File: config.mk
export PLATFORM = sky130hd
export DESIGN_NAME = ac_i2s_link
export DESIGN_NICKNAME = d
export VERILOG_FILES = /design/src/rtl/ac_pkg.sv /design/src/rtl/ac_clk_gen.sv /design/src/rtl/ac_i2s_link.sv
export SDC_FILE = /design/constraint.sdc
export NUM_CORES = 1
export LEC_CHECK = 0
export CAP_MARGIN = 20
export CORE_MARGIN = 4
export CORE_UTILIZATION = 49
export DETAILED_ROUTE_END_ITERATION = 6
export GPL_TIMING_DRIVEN = 1
export PLACE_DENSITY = 0.76
export SETUP_SLACK_MARGIN = 0.15
export SYNTH_ARGS = -nofsm -noshare
export SYNTH_HDL_FRONTEND = slang
export SYNTH_SLANG_ARGS = --single-unit
File: constraint.sdc
create_clock -name clk -period 2.6 [get_ports clk]
set_input_delay 0.78 -clock clk [delete_from_list [all_inputs] [get_ports clk]]
set_output_delay 0.78 -clock clk [all_outputs]
set_load 0.01 [all_outputs]
File: src/rtl/ac_pkg.sv
// Shared constants and parameter legality check for the SSM2603 I2S link.
// The stereo sample struct is declared in ac_i2s_link because its width follows DATA_W.
package ac_pkg;

  localparam int SLOTS_PER_FRAME = 64;
  localparam int SLOTS_PER_CH    = 32;

  function automatic bit ac_params_ok(input int data_w, input int bclk_half, input int mclk_div);
    return (data_w >= 8) && (data_w <= 31) && (bclk_half >= 4) &&
           (mclk_div >= 2) && ((mclk_div % 2) == 0);
  endfunction

endpackage

File: src/rtl/ac_clk_gen.sv
// Codec clock generator: free-running MCLK, BCLK divider, 64-slot frame counter
// and the rise/fall/frame-start strobes, all decoded from registered state.
module ac_clk_gen
  import ac_pkg::*;
#(
  parameter int BCLK_HALF = 8,
  parameter int MCLK_DIV  = 4
) (
  input  logic       clk,
  input  logic       reset,
  output logic       o_mclk,
  output logic       o_bclk,
  output logic [5:0] o_slot_cnt,
  output logic       o_rise,
  output logic       o_fall,
  output logic       o_frame_start
);

  localparam int                 DIV_W    = $clog2(BCLK_HALF);
  localparam logic [DIV_W-1:0]   DIV_LAST = DIV_W'(BCLK_HALF - 1);
  localparam int                 MCK_W    = $clog2(MCLK_DIV);
  localparam logic [MCK_W-1:0]   MCK_LAST = MCK_W'(MCLK_DIV / 2 - 1);
  localparam logic [5:0]         SLOT_LAST = 6'(SLOTS_PER_FRAME - 1);

  logic [DIV_W-1:0] r_div_cnt;
  logic [MCK_W-1:0] r_mck_cnt;
  logic             r_bclk;
  logic             r_mclk;
  logic [5:0]       r_slot_cnt;
  logic             w_tc;

  // A strobe is high in the cycle before the edge on which BCLK changes.
  assign w_tc          = (r_div_cnt == DIV_LAST);
  assign o_rise        = w_tc & ~r_bclk;
  assign o_fall        = w_tc & r_bclk;
  assign o_frame_start = o_fall & (r_slot_cnt == SLOT_LAST);

  always_ff @(posedge clk) begin
    if (reset) begin
      r_div_cnt  <= '0;
      r_mck_cnt  <= '0;
      r_bclk     <= 1'b0;
      r_mclk     <= 1'b0;
      r_slot_cnt <= '0;
    end else begin
      r_mck_cnt <= (r_mck_cnt == MCK_LAST) ? '0 : r_mck_cnt + 1'b1;
      if (r_mck_cnt == MCK_LAST) r_mclk <= ~r_mclk;
      r_div_cnt <= w_tc ? '0 : r_div_cnt + 1'b1;
      if (w_tc) r_bclk <= ~r_bclk;
      if (o_fall) r_slot_cnt <= r_slot_cnt + 1'b1;
    end
  end

  assign o_mclk     = r_mclk;
  assign o_bclk     = r_bclk;
  assign o_slot_cnt = r_slot_cnt;

endmodule

File: src/rtl/ac_i2s_link.sv
// I2S master link for the SSM2603: DAC serializer, ADC deserializer and frame-aligned mute.
// Standard I2S framing, MSB first with a one-slot delay after each LRCK edge.
module ac_i2s_link
  import ac_pkg::*;
#(
  parameter int DATA_W    = 16,
  parameter int BCLK_HALF = 8,
  parameter int MCLK_DIV  = 4
) (
  input  logic                clk,
  input  logic                reset,
  input  logic                en,
  input  logic [2*DATA_W-1:0] dacData,
  input  logic                dacValid,
  output logic                dacReady,
  output logic                dacUnderflow,
  output logic [2*DATA_W-1:0] adcData,
  output logic                adcValid,
  output logic                audMclk,
  output logic                audBclk,
  output logic                audAdcLrck,
  output logic                audDacLrck,
  output logic                audDacData,
  input  logic                audAdcData,
  output logic                audMute
);

  typedef struct packed {
    logic [DATA_W-1:0] left;
    logic [DATA_W-1:0] right;
  } acStereo_t;

  localparam int         SR_W    = SLOTS_PER_FRAME - 1;
  localparam logic [5:0] L_FIRST = 6'd1;
  localparam logic [5:0] L_LAST  = 6'(DATA_W);
  localparam logic [5:0] R_FIRST = 6'(SLOTS_PER_CH + 1);
  localparam logic [5:0] R_LAST  = 6'(SLOTS_PER_CH + DATA_W);

  if (!ac_params_ok(DATA_W, BCLK_HALF, MCLK_DIV)) begin : g_bad_params
    $error("ac_i2s_link: illegal DATA_W/BCLK_HALF/MCLK_DIV combination");
  end

  logic             w_mclk;
  logic             w_bclk;
  logic [5:0]       w_slot_cnt;
  logic             w_rise;
  logic             w_fall;
  logic             w_frame_start;
  logic             w_data_slot;
  acStereo_t        w_dac_in;
  logic [SR_W-1:0]  w_dac_frame;

  logic [SR_W-1:0]      r_dac_sr;
  logic                 r_dac_bit;
  logic                 r_mute;
  logic                 r_sync1;
  logic                 r_sync2;
  logic                 r_rise_d1;
  logic                 r_rise_d2;
  logic                 r_cap_done;
  logic                 r_adc_valid;
  logic [2*DATA_W-1:0]  r_adc_sr;
  acStereo_t            r_adc_data;

  ac_clk_gen #(
    .BCLK_HALF (BCLK_HALF),
    .MCLK_DIV  (MCLK_DIV)
  ) u_clk_gen (
    .clk           (clk),
    .reset         (reset),
    .o_mclk        (w_mclk),
    .o_bclk        (w_bclk),
    .o_slot_cnt    (w_slot_cnt),
    .o_rise        (w_rise),
    .o_fall        (w_fall),
    .o_frame_start (w_frame_start)
  );

  // Frame image for slots 1..63, slot 1 in the MSB; an underflow loads all zeros.
  assign w_dac_in    = dacValid ? dacData : '0;
  assign w_dac_frame = (SR_W'(w_dac_in.left)  << (SR_W - DATA_W)) |
                       (SR_W'(w_dac_in.right) << (SR_W - SLOTS_PER_CH - DATA_W));

  always_ff @(posedge clk) begin
    if (reset) begin
      r_dac_sr  <= '0;
      r_dac_bit <= 1'b0;
      r_mute    <= 1'b0;
    end else if (w_frame_start) begin
      r_dac_sr  <= w_dac_frame;
      r_dac_bit <= 1'b0;
      r_mute    <= en;
    end else if (w_fall) begin
      r_dac_bit <= r_dac_sr[SR_W-1];
      r_dac_sr  <= {r_dac_sr[SR_W-2:0], 1'b0};
    end
  end

  assign w_data_slot = ((w_slot_cnt >= L_FIRST) && (w_slot_cnt <= L_LAST)) ||
                       ((w_slot_cnt >= R_FIRST) && (w_slot_cnt <= R_LAST));

  // Sampling two cycles after the rise picks up the bit that was on the pin at the rise.
  always_ff @(posedge clk) begin
    if (reset) begin
      r_sync1     <= 1'b0;
      r_sync2     <= 1'b0;
      r_rise_d1   <= 1'b0;
      r_rise_d2   <= 1'b0;
      r_cap_done  <= 1'b0;
      r_adc_valid <= 1'b0;
      r_adc_sr    <= '0;
      r_adc_data  <= '0;
    end else begin
      r_sync1     <= audAdcData;
      r_sync2     <= r_sync1;
      r_rise_d1   <= w_rise;
      r_rise_d2   <= r_rise_d1;
      r_cap_done  <= 1'b0;
      r_adc_valid <= 1'b0;
      if (r_rise_d2 && w_data_slot) begin
        r_adc_sr   <= {r_adc_sr[2*DATA_W-2:0], r_sync2};
        r_cap_done <= (w_slot_cnt == R_LAST);
      end
      if (r_cap_done) begin
        r_adc_data  <= r_adc_sr;
        r_adc_valid <= 1'b1;
      end
    end
  end

  assign dacReady     = w_frame_start;
  assign dacUnderflow = w_frame_start & ~dacValid;
  assign adcData      = r_adc_data;
  assign adcValid     = r_adc_valid;
  assign audMclk      = w_mclk;
  assign audBclk      = w_bclk;
  assign audAdcLrck   = w_slot_cnt[5];
  assign audDacLrck   = w_slot_cnt[5];
  assign audDacData   = r_dac_bit;
  assign audMute      = r_mute;

endmodule
==> summary.md, run 1 <==
| Metric | Value |
|---|---|
| Total global routing overflow | 0 |
| Relative slew slack | 33.4% |
| Post-synthesis cell area | 5520 um2 |
| Most frequent cells in the layout | dfxtp_1, nand2_1, clkdlybuf4s50_1 |
| Total GRT Usage | 19.4% |
| Final Instance Area | 7090 um2 |
| Crit path from | u_clk_gen.r_div_cnt[0]$_SDFF_PP0_ |
| Netlist cell types | 34 |
| Layout cells sized above 1 | 10.4% |
| Routed wire length | 12200 um |
| DRC | 0 |
| Gpl congestion | 0.762 |
| Syn Nets | 698 |
| Total power after layout | 4.80 mW |
| Startpoint Class | flip-flop |
| Hpwl dp | 7480 um |
| Via count | 4779 |
| # port buffers | 77 |
| Syn_area_per_cell | 8.42 um2 |
| Die Height | 114 um |
| Fmax | 0.390 GHz |
| CTS Buf Count | 17 |
| Final hold violation count | 0 |
| Met2 usage | 33.0% |
| Antenna Cells | 0 |
| DR WL/cell | 14.1 um |
| M3 GR Usage | 5.23% |
| RSZ-0062 raised after global routing | true |
| Die W | 114 um |
| First-pass GRT wire length | 21000 um |
| Post-synth EDFFs | 0 |
| CP max stage delay | 0.37 ns |
| Cell family contributing the most delay on the critical path | simple AND/OR/NAND/NOR gates |
| 1st-pass router iterations | 4 |
| Worst slack, placed | -0.0750 ns |
| Final critical-path share of the clock period | 98.7% |
| Multi-input logic area | 2600 um2 |
| CTS tree | built |
| Placement Cell Area | 6380 um2 |
| Core Footprint | 10900 um2 |
| Peak supply drop | 0.000363 V |
| Kind of critical path | reg2out |
| Power Density | 677 nW/um2 |
| Status | completed |
| Leakage | 2.37 nW |
| Max-Cap Viols | 0 |
| Largest net degree at the start of global routing | 67 |
| Endpoints failing setup | 0 |
| Area Growth Syn to Fin | 28.5% |
| Worst reg2reg startpoint | u_clk_gen.r_div_cnt[0]$_SDFF_PP0_ |
| Global routing usage on met1 | 23.5% |
| Hold Crit Class | reg2reg |
| Number of fillers in the final layout | 896 |
| Final Skew | 0.00608 ns |
| Gate Count Post-Synth | 655 |
| Drt via density | 5.50 |
| H-tree depth | 4 |
| Worst path bufs/invs | 2 |
| Post-synth ARST share | 0% |
| Ys Warns | 0 |
| Worst Setup End Kind | output port |
| Clock Latency Late Sink | 0.41 ns |
| Final ANT Viol Nets | 0 |
| Core Rows | 38 |
| Slew Viols, Final | 0 |
| Vias in the first global route | 4625 |
| Arr. time, crit path | 1.79 ns |
| Reg area | 2670 um2 |
| Starting Density | 50.5% |
| Crit-path max FO | 2 |
| Final Util | 64.9% |
| GRT Max-Usage Layer | met2 |
| Hold Startpoint | u_clk_gen.r_mck_cnt[0]$_SDFF_PP0_ |
| Clk pin slew, worst setup/hold paths | 0.06 ns |
| Commonest non-fill, non-tap cell in the layout | dfxtp_1 |
| Synth Flop Type | dfxtp_1 |
| Hold WS | 0.426 ns |
| Flop2flop setup slack | 0.43 ns |
| Total Nets Final | 759 |
| Slack of the critical path | 0.0344 ns |
| Critical-path top delay cell | or3_4 |
| Die area | 13000 um2 |
| Required @ worst endpoint | 1.82 ns |
| Final Critical Period | 2.57 ns |
| Least-Margin Pin Slew | 0.999 ns |
| Initial antenna violation count | 0 |
| Initial DRC Count | 249 |
| Clk sink count | 133 |
| Root Buffer | clkbuf_16 |
| Ports | 78 |
| Clk buf depth | 2 |
| Critical-path cell list | ha_4, ha_4, nand3_4, or3_4, buf_6, nor2_4, buf_6 |
| Synth Register Bits | 133 |
| Register area share after synthesis | 48.3% |
[sequential cells by signal, summed over array words and instances (netlist names), 2 cells and up]
| name | flops |
|---|---|
| r_adc_sr | 32 |
| u_clk_gen.r_div_cnt | 3 |
| u_clk_gen.r_mck_cnt | 2 |
| adcData | 32 |
| r_dac_sr | 48 |
| u_clk_gen.o_slot_cnt | 6 |
[where the power goes]
part	internal (mW)	switching, mW
sequential	2.10	0.0638
combinational	0.136	0.104
clock	1.53	0.871
total	3.76	1.04
[synthesized netlist by cell type (13+ instances only)]
master | n | area [um2]
dfxtp_1 | 133 | 2660
a311oi_1 | 18 | 158
nor3_1 | 17 | 85.1
a21oi_1 | 32 | 160
nor2b_1 | 37 | 231
a31oi_1 | 64 | 400
mux2i_1 | 34 | 340
nor2_1 | 72 | 270
nand2_1 | 107 | 402
clkbuf_1 | 43 | 161
nor4_1 | 13 | 81.3
nand3_1 | 34 | 170
[logic make-up after synthesis]
group	after synthesis	share of synthesized area, %
compound gates	116	13.3
xor+xnor	6	0.953
fa+ha+maj	6	1.36
buf+inv	67	5.74
flops	133	48.3
mux	35	6.37
simple gates	292	24.1
[worst register-to-register path, cell delays in order (launching register included)]
cell	delay [ns]
dfxtp_2	0.35
ha_4	0.14
ha_4	0.14
nand3_4	0.07
or3_4	0.37
buf_6	0.15
buf_4	0.14
buf_4	0.13
buf_4	0.24
a21oi_1	0.23
nor4_1	0.08
[area by class of cell]
type                    instances  share of cell area (%)
well taps                     140                    2.47
clock buffers                  19                    6.24
clock inverters                13                    2.22
repair buffers                105                    14.4
multi-input cells             455                    36.7
inverters                       4                   0.388
flip-flops and latches        133                    37.6
[metal layers]
metal	up-vias	share of wire, %	routed length (um)
met2	120	49	5970
met4	0	1.5	189
met3	21	4.8	589
li1	2400	-	-
met5	-	0	0
met1	2238	45	5460
[metrics by stage]
stage          TNS (ns)  cells
2_1_floorplan         0    655
6_report              0    869
4_1_cts               0    868
5_1_grt         -0.0270    869
3_5_place_dp    -0.0910    831
3_3_place_gp    -0.0772    831
[final timing paths]
kind,end,depth (start not counted)
worst min register to register,u_clk_gen.r_mck_cnt[0]$_SDFF_PP0_,1
worst max register to register,r_dac_sr[25]$_SDFFE_PP0P_,10
worst min-delay path,u_clk_gen.r_mck_cnt[0]$_SDFF_PP0_,1
worst max-delay path,dacUnderflow,7
[what timing repair did]
action,CTS,global route
gates resized for setup,18,2
gates cloned,0,0
endpoints found under the hold margin,0,0
pin swaps,2,1
setup endpoints to repair,2,2
hold buffers,0,0
setup buffers,5,1
Power figures use the tool's default switching activity.
==> run 2: changes to the inputs <==
PLACE_DENSITY = 0.79   (was 0.76)
==> summary.md, run 2 (synthesis gave the netlist of run 1 again) <==
| Metric | Value |
|---|---|
| Status | completed |
| Peak supply drop | 0.000364 V |
| Area Growth Syn to Fin | 28.0% |
| Startpoint Class | flip-flop |
| Slew Viols, Final | 0 |
| CTS tree | built |
| Starting Density | 50.5% |
| Gpl congestion | 0.772 |
| Clk pin slew, worst setup/hold paths | 0.05 ns |
| Power Density | 692 nW/um2 |
| Core Rows | 38 |
| Kind of critical path | reg2out |
| Hold Crit Class | reg2reg |
| DRC | 0 |
| Arr. time, crit path | 1.77 ns |
| Final Instance Area | 7060 um2 |
| Relative slew slack | 48.2% |
| Final critical-path share of the clock period | 98.2% |
| First-pass GRT wire length | 20600 um |
| Routed wire length | 11900 um |
| CTS Buf Count | 17 |
| Max-Cap Viols | 0 |
| Final Critical Period | 2.55 ns |
| FF-to-FF End | r_adc_sr[22]$_SDFFE_PP0P_ |
| Total global routing overflow | 0 |
| Root Buffer | clkbuf_16 |
| Leakage | 2.36 nW |
| Worst reg2reg startpoint | u_clk_gen.o_slot_cnt[0]$_SDFFE_PP0P_ |
| Initial DRC Count | 375 |
| Initial antenna violation count | 0 |
| Hold Buf Count CTS | 0 |
| Critical Path Sink | dacUnderflow |
| Largest net degree at the start of global routing | 84 |
| Required @ worst endpoint | 1.82 ns |
| Final hold violation count | 0 |
| Max reg flops | 48 |
| Antenna Cells | 0 |
| Least-Margin Pin Slew | 0.777 ns |
| Fin cells | 867 |
| DR WL/cell | 13.7 um |
| Drt via density | 5.52 |
| Die Height | 114 um |
| Placement Cell Area | 6360 um2 |
| # port buffers | 77 |
| Hpwl dp | 7190 um |
| Flop2flop setup slack | 0.41 ns |
| Core Footprint | 10900 um2 |
| Number of fillers in the final layout | 909 |
| Via count | 4784 |
| RSZ-0062 raised after global routing | true |
| Clk sink count | 133 |
| Ports | 78 |
| Post-placement cell count | 831 |
| Crit path from | u_clk_gen.r_div_cnt[0]$_SDFF_PP0_ |
| Die area | 13000 um2 |
| Total Nets Final | 758 |
| Clock Latency Late Sink | 0.41 ns |
| Layout cells sized above 1 | 10.3% |
| Worst Setup End Kind | output port |
| Total GRT Usage | 18.9% |
| Hold WS | 0.435 ns |
| Die W | 114 um |
| H-tree depth | 4 |
| Most frequent cells in the layout | dfxtp_1, nand2_1, clkdlybuf4s50_1 |
| Fmax | 0.392 GHz |
| Endpoints failing setup | 0 |
| Reg with most FFs | r_dac_sr |
| Crit-path max FO | 2 |
| Setup TNS | 0 ns |
| FF-to-FF path depth | 7 |
| Commonest non-fill, non-tap cell in the layout | dfxtp_1 |
| Final Skew | 0.0133 ns |
| Vias in the first global route | 4526 |
| 1st-pass router iterations | 5 |
| Final ANT Viol Nets | 0 |
| Clk buf depth | 2 |
## run 2: area by class of cell
| type | count | area, um2 | share of cell area (%) |
|---|---|---|---|
| sequential | 133 | 2670 | 37.8 |
| multi-input combinational | 455 | 2580 | 36.6 |
| timing repair buffer | 104 | 993 | 14.1 |
| clock buffer | 18 | 439 | 6.22 |
| clock inverter | 13 | 183 | 2.59 |
| tap | 140 | 175 | 2.48 |
| inverter | 4 | 20.0 | 0.283 |
## run 2: metal layers
metal | vias to the layer above | GRT usage [%] | wire [um]
met5 | - | 0 | 0
met4 | 0 | 6.49 | 142
met3 | 12 | 4.97 | 667
met2 | 140 | 31.0 | 5670
met1 | 2235 | 24.1 | 5370
li1 | 2397 | - | -
## run 2: worst min path at each step
stage | startpoint | endpoint | slack (ns) | cells past startpoint
final | u_clk_gen.r_mck_cnt[0]$_SDFF_PP0_ | u_clk_gen.r_mck_cnt[0]$_SDFF_PP0_ | 0.44 | 1
after global routing | u_clk_gen.r_div_cnt[0]$_SDFF_PP0_ | u_clk_gen.r_div_cnt[0]$_SDFF_PP0_ | 0.44 | 1
after CTS | u_clk_gen.r_div_cnt[0]$_SDFF_PP0_ | u_clk_gen.r_div_cnt[0]$_SDFF_PP0_ | 0.43 | 1
after detailed placement | u_clk_gen.r_div_cnt[0]$_SDFF_PP0_ | u_clk_gen.r_div_cnt[0]$_SDFF_PP0_ | 0.42 | 1
after global placement | u_clk_gen.r_div_cnt[0]$_SDFF_PP0_ | u_clk_gen.r_div_cnt[0]$_SDFF_PP0_ | 0.41 | 1
after floorplan | u_clk_gen.r_div_cnt[0]$_SDFF_PP0_ | u_clk_gen.r_div_cnt[0]$_SDFF_PP0_ | 0.40 | 1
## run 2: per-stage QoR
| stage | util [%] | setup slack, ns | total power, mW |
|---|---|---|---|
| floorplan | - | 0.161 | 2.33 |
| global placement | 58.2 | -0.0785 | 2.42 |
| detailed placement | 58.2 | -0.0898 | 2.43 |
| CTS | 64.6 | 0.0179 | 4.92 |
| global route | 64.6 | -0.00576 | 5.05 |
| finish | 64.6 | 0.0474 | 4.89 |
## run 2: worst max-delay path, cell delays in order, from the launching register on
cell and delay (ns):
dfxtp_2 0.35, ha_4 0.14, ha_4 0.13, nand3_2 0.07, or3_4 0.36, buf_6 0.15
nor2_4 0.07, buf_6 0.10
## run 2: timing repair
item	in CTS	in global routing
buffers inserted	5	0
pin swaps	3	1
setup endpoints to repair	2	2
resized for setup	19	0
## run 2: power breakdown
group	switching, mW	total (mW)	internal, mW
sequential	0.0622	2.16	2.10
combinational	0.105	0.238	0.134
clock	0.866	2.49	1.62
total	1.03	4.89	3.85
==> run 3: changes to the inputs <==
CAP_MARGIN = not set   (was 20)
SETUP_SLACK_MARGIN = 0.4   (was 0.15)
==> summary.md, run 3 (synthesis gave the netlist of run 1 again) <==
| Metric | Value |
|---|---|
| Slew Viols, Final | 0 |
| # port buffers | 77 |
| Final critical-path share of the clock period | 97.3% |
| Worst reg2reg startpoint | u_clk_gen.r_div_cnt[1]$_SDFF_PP0_ |
| Total Nets Final | 758 |
| Required @ worst endpoint | 1.82 ns |
| Total GRT Usage | 18.7% |
| Fmax | 0.395 GHz |
| Hold Buf Count CTS | 0 |
| Worst hold stages | 1 |
| Hpwl dp | 7340 um |
| Die W | 114 um |
| Slack of the critical path | 0.0703 ns |
| Layout cells sized above 1 | 10.6% |
| Peak supply drop | 0.000465 V |
| Relative slew slack | 33.4% |
| Die area | 13000 um2 |
| Hold Startpoint | u_clk_gen.r_div_cnt[0]$_SDFF_PP0_ |
| Final ANT Viol Nets | 0 |
| Max-Cap Viols | 0 |
| H-tree depth | 4 |
| 1st-pass router iterations | 5 |
| DRC | 0 |
| Core Rows | 38 |
| Status | completed |
| Reg with most FFs | r_dac_sr |
| Ports | 78 |
| Least-Margin Pin Slew | 0.998 ns |
| Kind of critical path | reg2out |
| First-pass GRT wire length | 20400 um |
| Clk buf depth | 2 |
| FF-to-FF End | r_dac_sr[30]$_SDFFE_PP0P_ |
| Routed wire length | 12100 um |
| Starting Density | 50.5% |
| Max reg flops | 48 |
| Clk pin slew, worst setup/hold paths | 0.05 ns |
| Hold endpoint | u_clk_gen.r_div_cnt[0]$_SDFF_PP0_ |
| Largest net degree at the start of global routing | 68 |
| FF-to-FF path depth | 10 |
| Arr. time, crit path | 1.75 ns |
| Clock Latency Late Sink | 0.41 ns |
| Final Skew | 0.00569 ns |
| Startpoint Class | flip-flop |
| Flop2flop setup slack | 0.58 ns |
| Post-placement cell count | 829 |
| RSZ-0062 raised after global routing | true |
| Power Density | 669 nW/um2 |
| Fin cells | 868 |
| Final hold violation count | 0 |
| Total global routing overflow | 0 |
| Gpl congestion | 0.759 |
| Commonest non-fill, non-tap cell in the layout | dfxtp_1 |
| Endpoints failing setup | 0 |
| Core Footprint | 10900 um2 |
| Final Critical Period | 2.53 ns |
| Hold Crit Class | reg2reg |
| Antenna Cells | 0 |
| Worst slack, placed | -0.0569 ns |
| Initial antenna violation count | 0 |
| CTS Buf Count | 17 |
| Clk sink count | 133 |
| CTS tree | built |
| Die Height | 114 um |
| Most frequent cells in the layout | dfxtp_1, nand2_1, nor2_1, clkdlybuf4s50_1, a31oi_1 |
| Initial DRC Count | 351 |
| Vias in the first global route | 4391 |
| Area Growth Syn to Fin | 27.9% |
| Root Buffer | clkbuf_16 |
| Drt via density | 5.49 |
| Crit path from | u_clk_gen.r_div_cnt[1]$_SDFF_PP0_ |
| Worst Setup End Kind | output port |
| Leakage | 2.39 nW |
| Crit-path max FO | 2 |
| Via count | 4762 |
| DR WL/cell | 13.9 um |
## run 3: area by class of cell
cell class,count,area (um2)
inverters,4,20.0
multi-input cells,455,2600
well taps,140,175
clock inverters,13,131
fillers,890,3880
repair buffers,104,1010
flip-flops and latches,133,2670
clock buffers,19,453
## run 3: through the flow
step	TNS (ns)	hold slack, ns	cell area [um2]	total power, mW	util [%]
detailed placement	-0.0569	0.424	6390	2.44	58.5
global route	0	0.449	7060	4.88	64.5
floorplan	0	0.404	5580	2.34	-
finish	0	0.429	7060	4.72	64.5
CTS	-0.0166	0.435	7030	4.76	64.2
global placement	-0.0587	0.413	6390	2.43	58.5
## run 3: worst max-delay path, cell delays in order, from the launching register on
cell,delay (ns)
dfxtp_2,0.34
ha_4,0.14
ha_4,0.13
nand3_4,0.06
or3_4,0.36
buf_6,0.14
nor2_4,0.07
buf_6,0.10
## run 3: worst max path at each step
stage	end	slack, ns
6_report	dacUnderflow	0.07
5_1_grt	dacUnderflow	0.01
4_1_cts	dacUnderflow	-0.02
3_5_place_dp	dacUnderflow	-0.06
3_3_place_gp	dacUnderflow	-0.06
2_1_floorplan	dacUnderflow	0.24
## run 3: what timing repair did
| action | CTS | global route |
|---|---|---|
| setup buffers | 5 | 2 |
| pin swaps | 4 | 3 |
| resized for setup | 16 | 4 |
| setup endpoints to repair | 29 | 53 |
## run 3: power by group
group,switching (mW),total [mW],internal [mW]
registers,0.0647,2.16,2.10
clock network,0.860,2.31,1.45
logic,0.106,0.241,0.135
## run 3: per-layer routing
layer	wire length (um)	vias to the layer above	track usage (%)
li1	-	2400	-
met1	5490	2236	25.0
met2	5930	117	29.8
met3	583	9	5.13
met4	99	0	5.54
met5	0	-	0
==> edit 1 (settings of run 2) <==
`BCLK_HALF` is set to 8 in 2 places; all go to 16.
--- a/src/rtl/ac_clk_gen.sv
+++ b/src/rtl/ac_clk_gen.sv
@@ -3,7 +3,7 @@
 module ac_clk_gen
   import ac_pkg::*;
 #(
-  parameter int BCLK_HALF = 8,
+  parameter int BCLK_HALF = 16,
   parameter int MCLK_DIV  = 4
 ) (
   input  logic       clk,
--- a/src/rtl/ac_i2s_link.sv
+++ b/src/rtl/ac_i2s_link.sv
@@ -4,7 +4,7 @@
   import ac_pkg::*;
 #(
   parameter int DATA_W    = 16,
-  parameter int BCLK_HALF = 8,
+  parameter int BCLK_HALF = 16,
   parameter int MCLK_DIV  = 4
 ) (
   input  logic                clk,
Behaviour: not the same (a bounded check fails within 10 cycles, from zero or initial values and one cycle with reset high).
==> edit 1 against run 2 <==
  * Synthesized cell count decreased by 1.1%
  * Routed wire length increased by 13%
  * Non-clock buffer count decreased by 7
  * Count of clock-buffer cells in the layout decreased by 1
  * Utilization decreased by 2.2 points
  * Power decreased by 4.8%
  * Register-to-register slack got worse by 0.15 ns
  * Sequential share of layout area decreased by 1.7 points
  * Synthesized area increased by 8.0%
  * Combinational power decreased by 41%
  * Setup slack improved by 0.12 ns
  * Sequential cell count increased by 1
  * Cell area increased by 5.6%
  * Cell count decreased by 0.69%
==> edit 1: results (changes against run 2) <==
{| class="wikitable"
! Metric !! Value
|-
| Placed wire-length estimate || 8500 um (was 7190 um)
|-
| Reg2reg end || r_adc_sr[11]$_SDFFE_PP0P_ (was r_adc_sr[22]$_SDFFE_PP0P_)
|-
| Overall via count from detail_route || 4974 (was 4784)
|-
| Number of global-route vias before repair || 4807 (was 4526)
|-
| Synthesized Nets || 690 (was 698)
|-
| Count of TritonRoute iterations in the first routing pass || 4 (was 5)
|-
| Post CTS Setup Buffer Count || 0 (was 5)
|-
| Least-Margin Pin Slew || 0.723 ns (was 0.777 ns)
|-
| Ratio of routed vias to standard cells || 5.78 (was 5.52)
|-
| Final weighted congestion of routability-driven global placement || 0.768 (was 0.772)
|-
| Setup slack after placement || -0.0291 ns (was -0.0898 ns)
|-
| Minimum clock period after layout || 2.43 ns (was 2.55 ns)
|-
| Total routing resource utilization after global routing || 0.195 (was 0.189)
|-
| Result of the run || finished, final reports clean (unchanged)
|-
| Register-to-Register Setup Slack || 0.26 ns (was 0.41 ns)
|-
| Depth of the most critical reg-to-reg path || 6 (was 7)
|-
| Static leakage || 0.00236 uW (about the same)
|-
| Worst-path fanout max || 5 (was 2)
|-
| Number of distinct library cells after synthesis || 41 (was 34)
|-
| Total wirelength of the detailed-routed design || 13400 um (was 11900 um)
|-
| DP Area || 6810 um2 (was 6360 um2)
|-
| Global-route wire length before repair || 22600 um (was 20600 um)
|-
| Clock skew || 0.00734 ns (was 0.0133 ns)
|-
| Final #Nets || 743 (was 758)
|-
| Peak supply drop || 0.000416 V (was 0.000364 V)
|-
| Top cells by instance count after synthesis || dfxtp_1, mux2i_1, nor3_1, clkbuf_1, nand2_1 (was dfxtp_1, nand2_1, nor2_1, a31oi_1, clkbuf_1)
|-
| Count of placed standard cells including taps || 829 (was 831)
|-
| Pin count of the biggest net entering global routing || 96 (was 84)
|}
-- edit 1: cell count changes after synthesis, sizes merged, moves of 29 or more --
cell	run 2	this run
nand2	107	39
a31oi	64	0
nor3	17	62
nand2b	1	37
nor2	72	36
nand3	35	4
mux2i	34	64
a2111oi	0	29
-- edit 1: kinds of logic after synthesis --
kind of cell | Yosys count | share of synthesized area
multiplexers | 64 | 0.108
buffers and inverters | 85 | 0.0588
AO/OA/AOI/OAI | 129 | 0.167
flip-flops | 134 | 0.450
adder cells (fa/ha/maj) | 5 | 0.0105
XOR/XNOR | 3 | 0.00441
AND/OR/NAND/NOR | 228 | 0.201
-- edit 1: worst min path at each step --
| stage | start | endpoint | slack (ns) | cells after the start |
|---|---|---|---|---|
| after detailed placement | r_sync1$_SDFF_PP0_ | r_sync2$_SDFF_PP0_ | 0.43 | 1 |
| after global placement | u_clk_gen.r_mck_cnt[0]$_SDFF_PP0_ | u_clk_gen.r_mck_cnt[0]$_SDFF_PP0_ | 0.41 | 1 |
| after CTS | u_clk_gen.r_mck_cnt[0]$_SDFF_PP0_ | u_clk_gen.r_mck_cnt[0]$_SDFF_PP0_ | 0.44 | 1 |
| after floorplan | u_clk_gen.r_mck_cnt[0]$_SDFF_PP0_ | u_clk_gen.r_mck_cnt[0]$_SDFF_PP0_ | 0.40 | 1 |
| final | u_clk_gen.r_mck_cnt[0]$_SDFF_PP0_ | u_clk_gen.r_mck_cnt[0]$_SDFF_PP0_ | 0.44 | 1 |
| after global routing | u_clk_gen.r_mck_cnt[0]$_SDFF_PP0_ | u_clk_gen.r_mck_cnt[0]$_SDFF_PP0_ | 0.45 | 1 |
-- edit 1: where the power goes --
group / leakage [uW] / switching [uW] / internal (uW)
combinational: 0.000988 / 62.5 / 77.5
sequential: 0.00108 / 10.3 / 2070
clock: 0.000286 / 921 / 1510
total: 0.00236 / 994 / 3660
-- edit 1: worst max-delay path, stage by stage (launching register included) --
cell	delay, ns
dfxtp_2	0.36
ha_2	0.21
and3_4	0.20
nand3_2	0.12
nor2_1	0.12
clkdlybuf4s15_2	0.23
-- edit 1: routing by layer --
metal  vias to the layer above  routed length [um]  share of wire  track usage
met5                         -                   0              0            0
met4                         0                 102         0.0076       0.0615
met3                        11                 873          0.065       0.0608
met2                       140                6630           0.49        0.331
met1                      2383                5790           0.43        0.235
li1                       2440                   -              -            -
-- edit 1: cell type report --
type | count | area (um2)
well taps | 147 | 184
repair buffers | 97 | 933
fillers | 986 | 4500
clock buffers | 17 | 425
flip-flops and latches | 134 | 2690
clock inverters | 15 | 179
multi-input cells | 429 | 2960
inverters | 22 | 82.6
-- edit 1: repair_timing --
item	in CTS	in global routing
endpoints found under the setup margin	2	7
pin swaps	1	0
resized for setup	14	8
==> edit 2 (settings of run 2) <==
Made on the original files. Make the reset (`reset`) asynchronous in 3 clocked blocks.
--- a/src/rtl/ac_clk_gen.sv
+++ b/src/rtl/ac_clk_gen.sv
@@ -35,7 +35,7 @@
   assign o_fall        = w_tc & r_bclk;
   assign o_frame_start = o_fall & (r_slot_cnt == SLOT_LAST);
 
-  always_ff @(posedge clk) begin
+  always_ff @(posedge clk or posedge reset) begin
     if (reset) begin
       r_div_cnt  <= '0;
       r_mck_cnt  <= '0;
--- a/src/rtl/ac_i2s_link.sv
+++ b/src/rtl/ac_i2s_link.sv
@@ -81,7 +81,7 @@
   assign w_dac_frame = (SR_W'(w_dac_in.left)  << (SR_W - DATA_W)) |
                        (SR_W'(w_dac_in.right) << (SR_W - SLOTS_PER_CH - DATA_W));
 
-  always_ff @(posedge clk) begin
+  always_ff @(posedge clk or posedge reset) begin
     if (reset) begin
       r_dac_sr  <= '0;
       r_dac_bit <= 1'b0;
@@ -100,7 +100,7 @@
                        ((w_slot_cnt >= R_FIRST) && (w_slot_cnt <= R_LAST));
 
   // Sampling two cycles after the rise picks up the bit that was on the pin at the rise.
-  always_ff @(posedge clk) begin
+  always_ff @(posedge clk or posedge reset) begin
     if (reset) begin
       r_sync1     <= 1'b0;
       r_sync2     <= 1'b0;
Check against the original RTL: differs if reset is asserted again (counterexample within 4 cycles, from zero or initial values and one cycle with reset high); with reset held inactive, the same outputs for 10 cycles.
==> edit 2 against run 2 <==
  * Setup slack better by 0.15 ns
  * Global-route usage is 0.11 points lower
  * Synthesized area increased by 21%
  * Highest routed layer unchanged
  * Via count rose by 7.8%
  * Critical path type unchanged
  * Sequential share of layout area increased by 2.6 points
  * Cell area grew 17%
  * Routed wire length up 19%
  * Sequential cell count is the same
Power is not compared: it rests on default switching activity, and its combinational part moved more than twofold at a synthesized area within 25%.
==> edit 2: results (changes against run 2) <==
{| class="wikitable"
! Metric !! Value
|-
| Result of the run || finished, final reports clean (unchanged)
|-
| Count of filler cells inserted in the layout || 1087 (was 909)
|-
| Top_reg_cell synth || dfrtp_1 (was dfxtp_1)
|-
| Data arrival time of the worst path || 1.62 ns (was 1.77 ns)
|-
| Min-Delay Endpoint || r_sync2$_DFF_PP0_ (was u_clk_gen.r_mck_cnt[0]$_SDFF_PP0_)
|-
| Cell with the largest stage delay on the worst path || dfrtp_1 (was or3_4)
|-
| Hold Crit Depth || 0 (was 1)
|-
| Global-route wire length before repair || 24500 um (was 20600 um)
|-
| Wire length per cell || 15.8 um (was 13.7 um)
|-
| Final #Nets || 743 (was 758)
|-
| Placed wire-length estimate || 8830 um (was 7190 um)
|-
| Setup slack after placement || -0.175 ns (was -0.0898 ns)
|-
| Final weighted congestion of routability-driven global placement || 0.781 (was 0.772)
|-
| Fraction of layout instances using a drive strength above 1 || 0.228 (was 0.103)
|-
| Depth of the most critical reg-to-reg path || 6 (was 7)
|-
| Register-to-Register Setup Slack || 0.35 ns (was 0.41 ns)
|-
| Least-Margin Pin Slew || 1.04 ns (was 0.777 ns)
|-
| Clock skew || 0.00721 ns (was 0.0133 ns)
|-
| Reg2reg end || r_adc_sr[13]$_DFFE_PP0P_ (was r_adc_sr[22]$_SDFFE_PP0P_)
|-
| Sequential element share of the synthesized area || 0.500 (was 0.483)
|-
| Worst hold slack || 0.351 ns (was 0.435 ns)
|-
| Worst hold start || r_sync1$_DFF_PP0_ (was u_clk_gen.r_mck_cnt[0]$_SDFF_PP0_)
|-
| Worst-path fanout max || 3 (was 2)
|-
| Timing-limited maximum frequency || 416 MHz (was 392 MHz)
|-
| Detailed router's first-iteration violation count || 531 (was 375)
|-
| Critical Path Source || u_clk_gen.o_slot_cnt[1]$_DFFE_PP0P_ (was u_clk_gen.r_div_cnt[0]$_SDFF_PP0_)
|-
| Largest Register || r_dac_sr (unchanged)
|-
| Top cells by instance count after synthesis || dfrtp_1, nor2_1, o21ai_0, clkbuf_1, nand2_1 (was dfxtp_1, nand2_1, nor2_1, a31oi_1, clkbuf_1)
|-
| Area contributors post-synth || dfrtp_1, mux2_2, mux2_4, nor2_1, a211oi_2 (was dfxtp_1, nand2_1, a31oi_1, mux2i_1, nor2_1)
|}
-- edit 2: cell types whose count changed after synthesis, moves of 35 or more --
cell,before,now
mux2_2,1,36
dfrtp_1,0,133
nand2_1,107,41
o21ai_0,1,50
dfxtp_1,133,0
-- edit 2: repair_timing --
action	CTS	global route
setup buffers	6	1
pin swaps	2	3
endpoints found under the setup margin	2	4
resized for setup	16	3
endpoints found under the hold margin	0	0
-- edit 2: per-stage QoR --
stage / TNS, ns / cell area, um2 / utilization / std cells / total power, uW
detailed placement: -0.175 / 7620 / 0.573 / 851 / 2230
finish: 0 / 8250 / 0.621 / 890 / 4370
floorplan: 0 / 6670 / - / 640 / 2150
CTS: 0 / 8240 / 0.620 / 889 / 4410
global placement: -0.151 / 7620 / 0.573 / 851 / 2230
global route: 0 / 8250 / 0.621 / 890 / 4510
-- edit 2: final cells by class --
type | instances | area (um2) | share of cell area
clock buffers | 21 | 450 | 0.0546
clock inverters | 11 | 85.1 | 0.0103
inverters | 7 | 30.0 | 0.00364
multi-input cells | 436 | 3080 | 0.373
flip-flops and latches | 133 | 3330 | 0.404
well taps | 176 | 220 | 0.0267
repair buffers | 106 | 1050 | 0.128
-- edit 2: logic make-up after synthesis --
group | share of synthesized area
DFF | 0.500
buffers and inverters | 0.0466
xor gates and xnor gates | 0.00920
AOI/OAI and AO/OA | 0.154
and+or+nand+nor | 0.159
muxes | 0.122
adders and majority gates | 0.00939
-- edit 2: per-layer routing --
metal	vias to the layer above	track usage	part of all wire
met1	2570	0.241	0.44
met3	16	0.0480	0.048
met5	-	0	0
met2	141	0.315	0.50
met4	0	0.0567	0.014
li1	2429	-	-
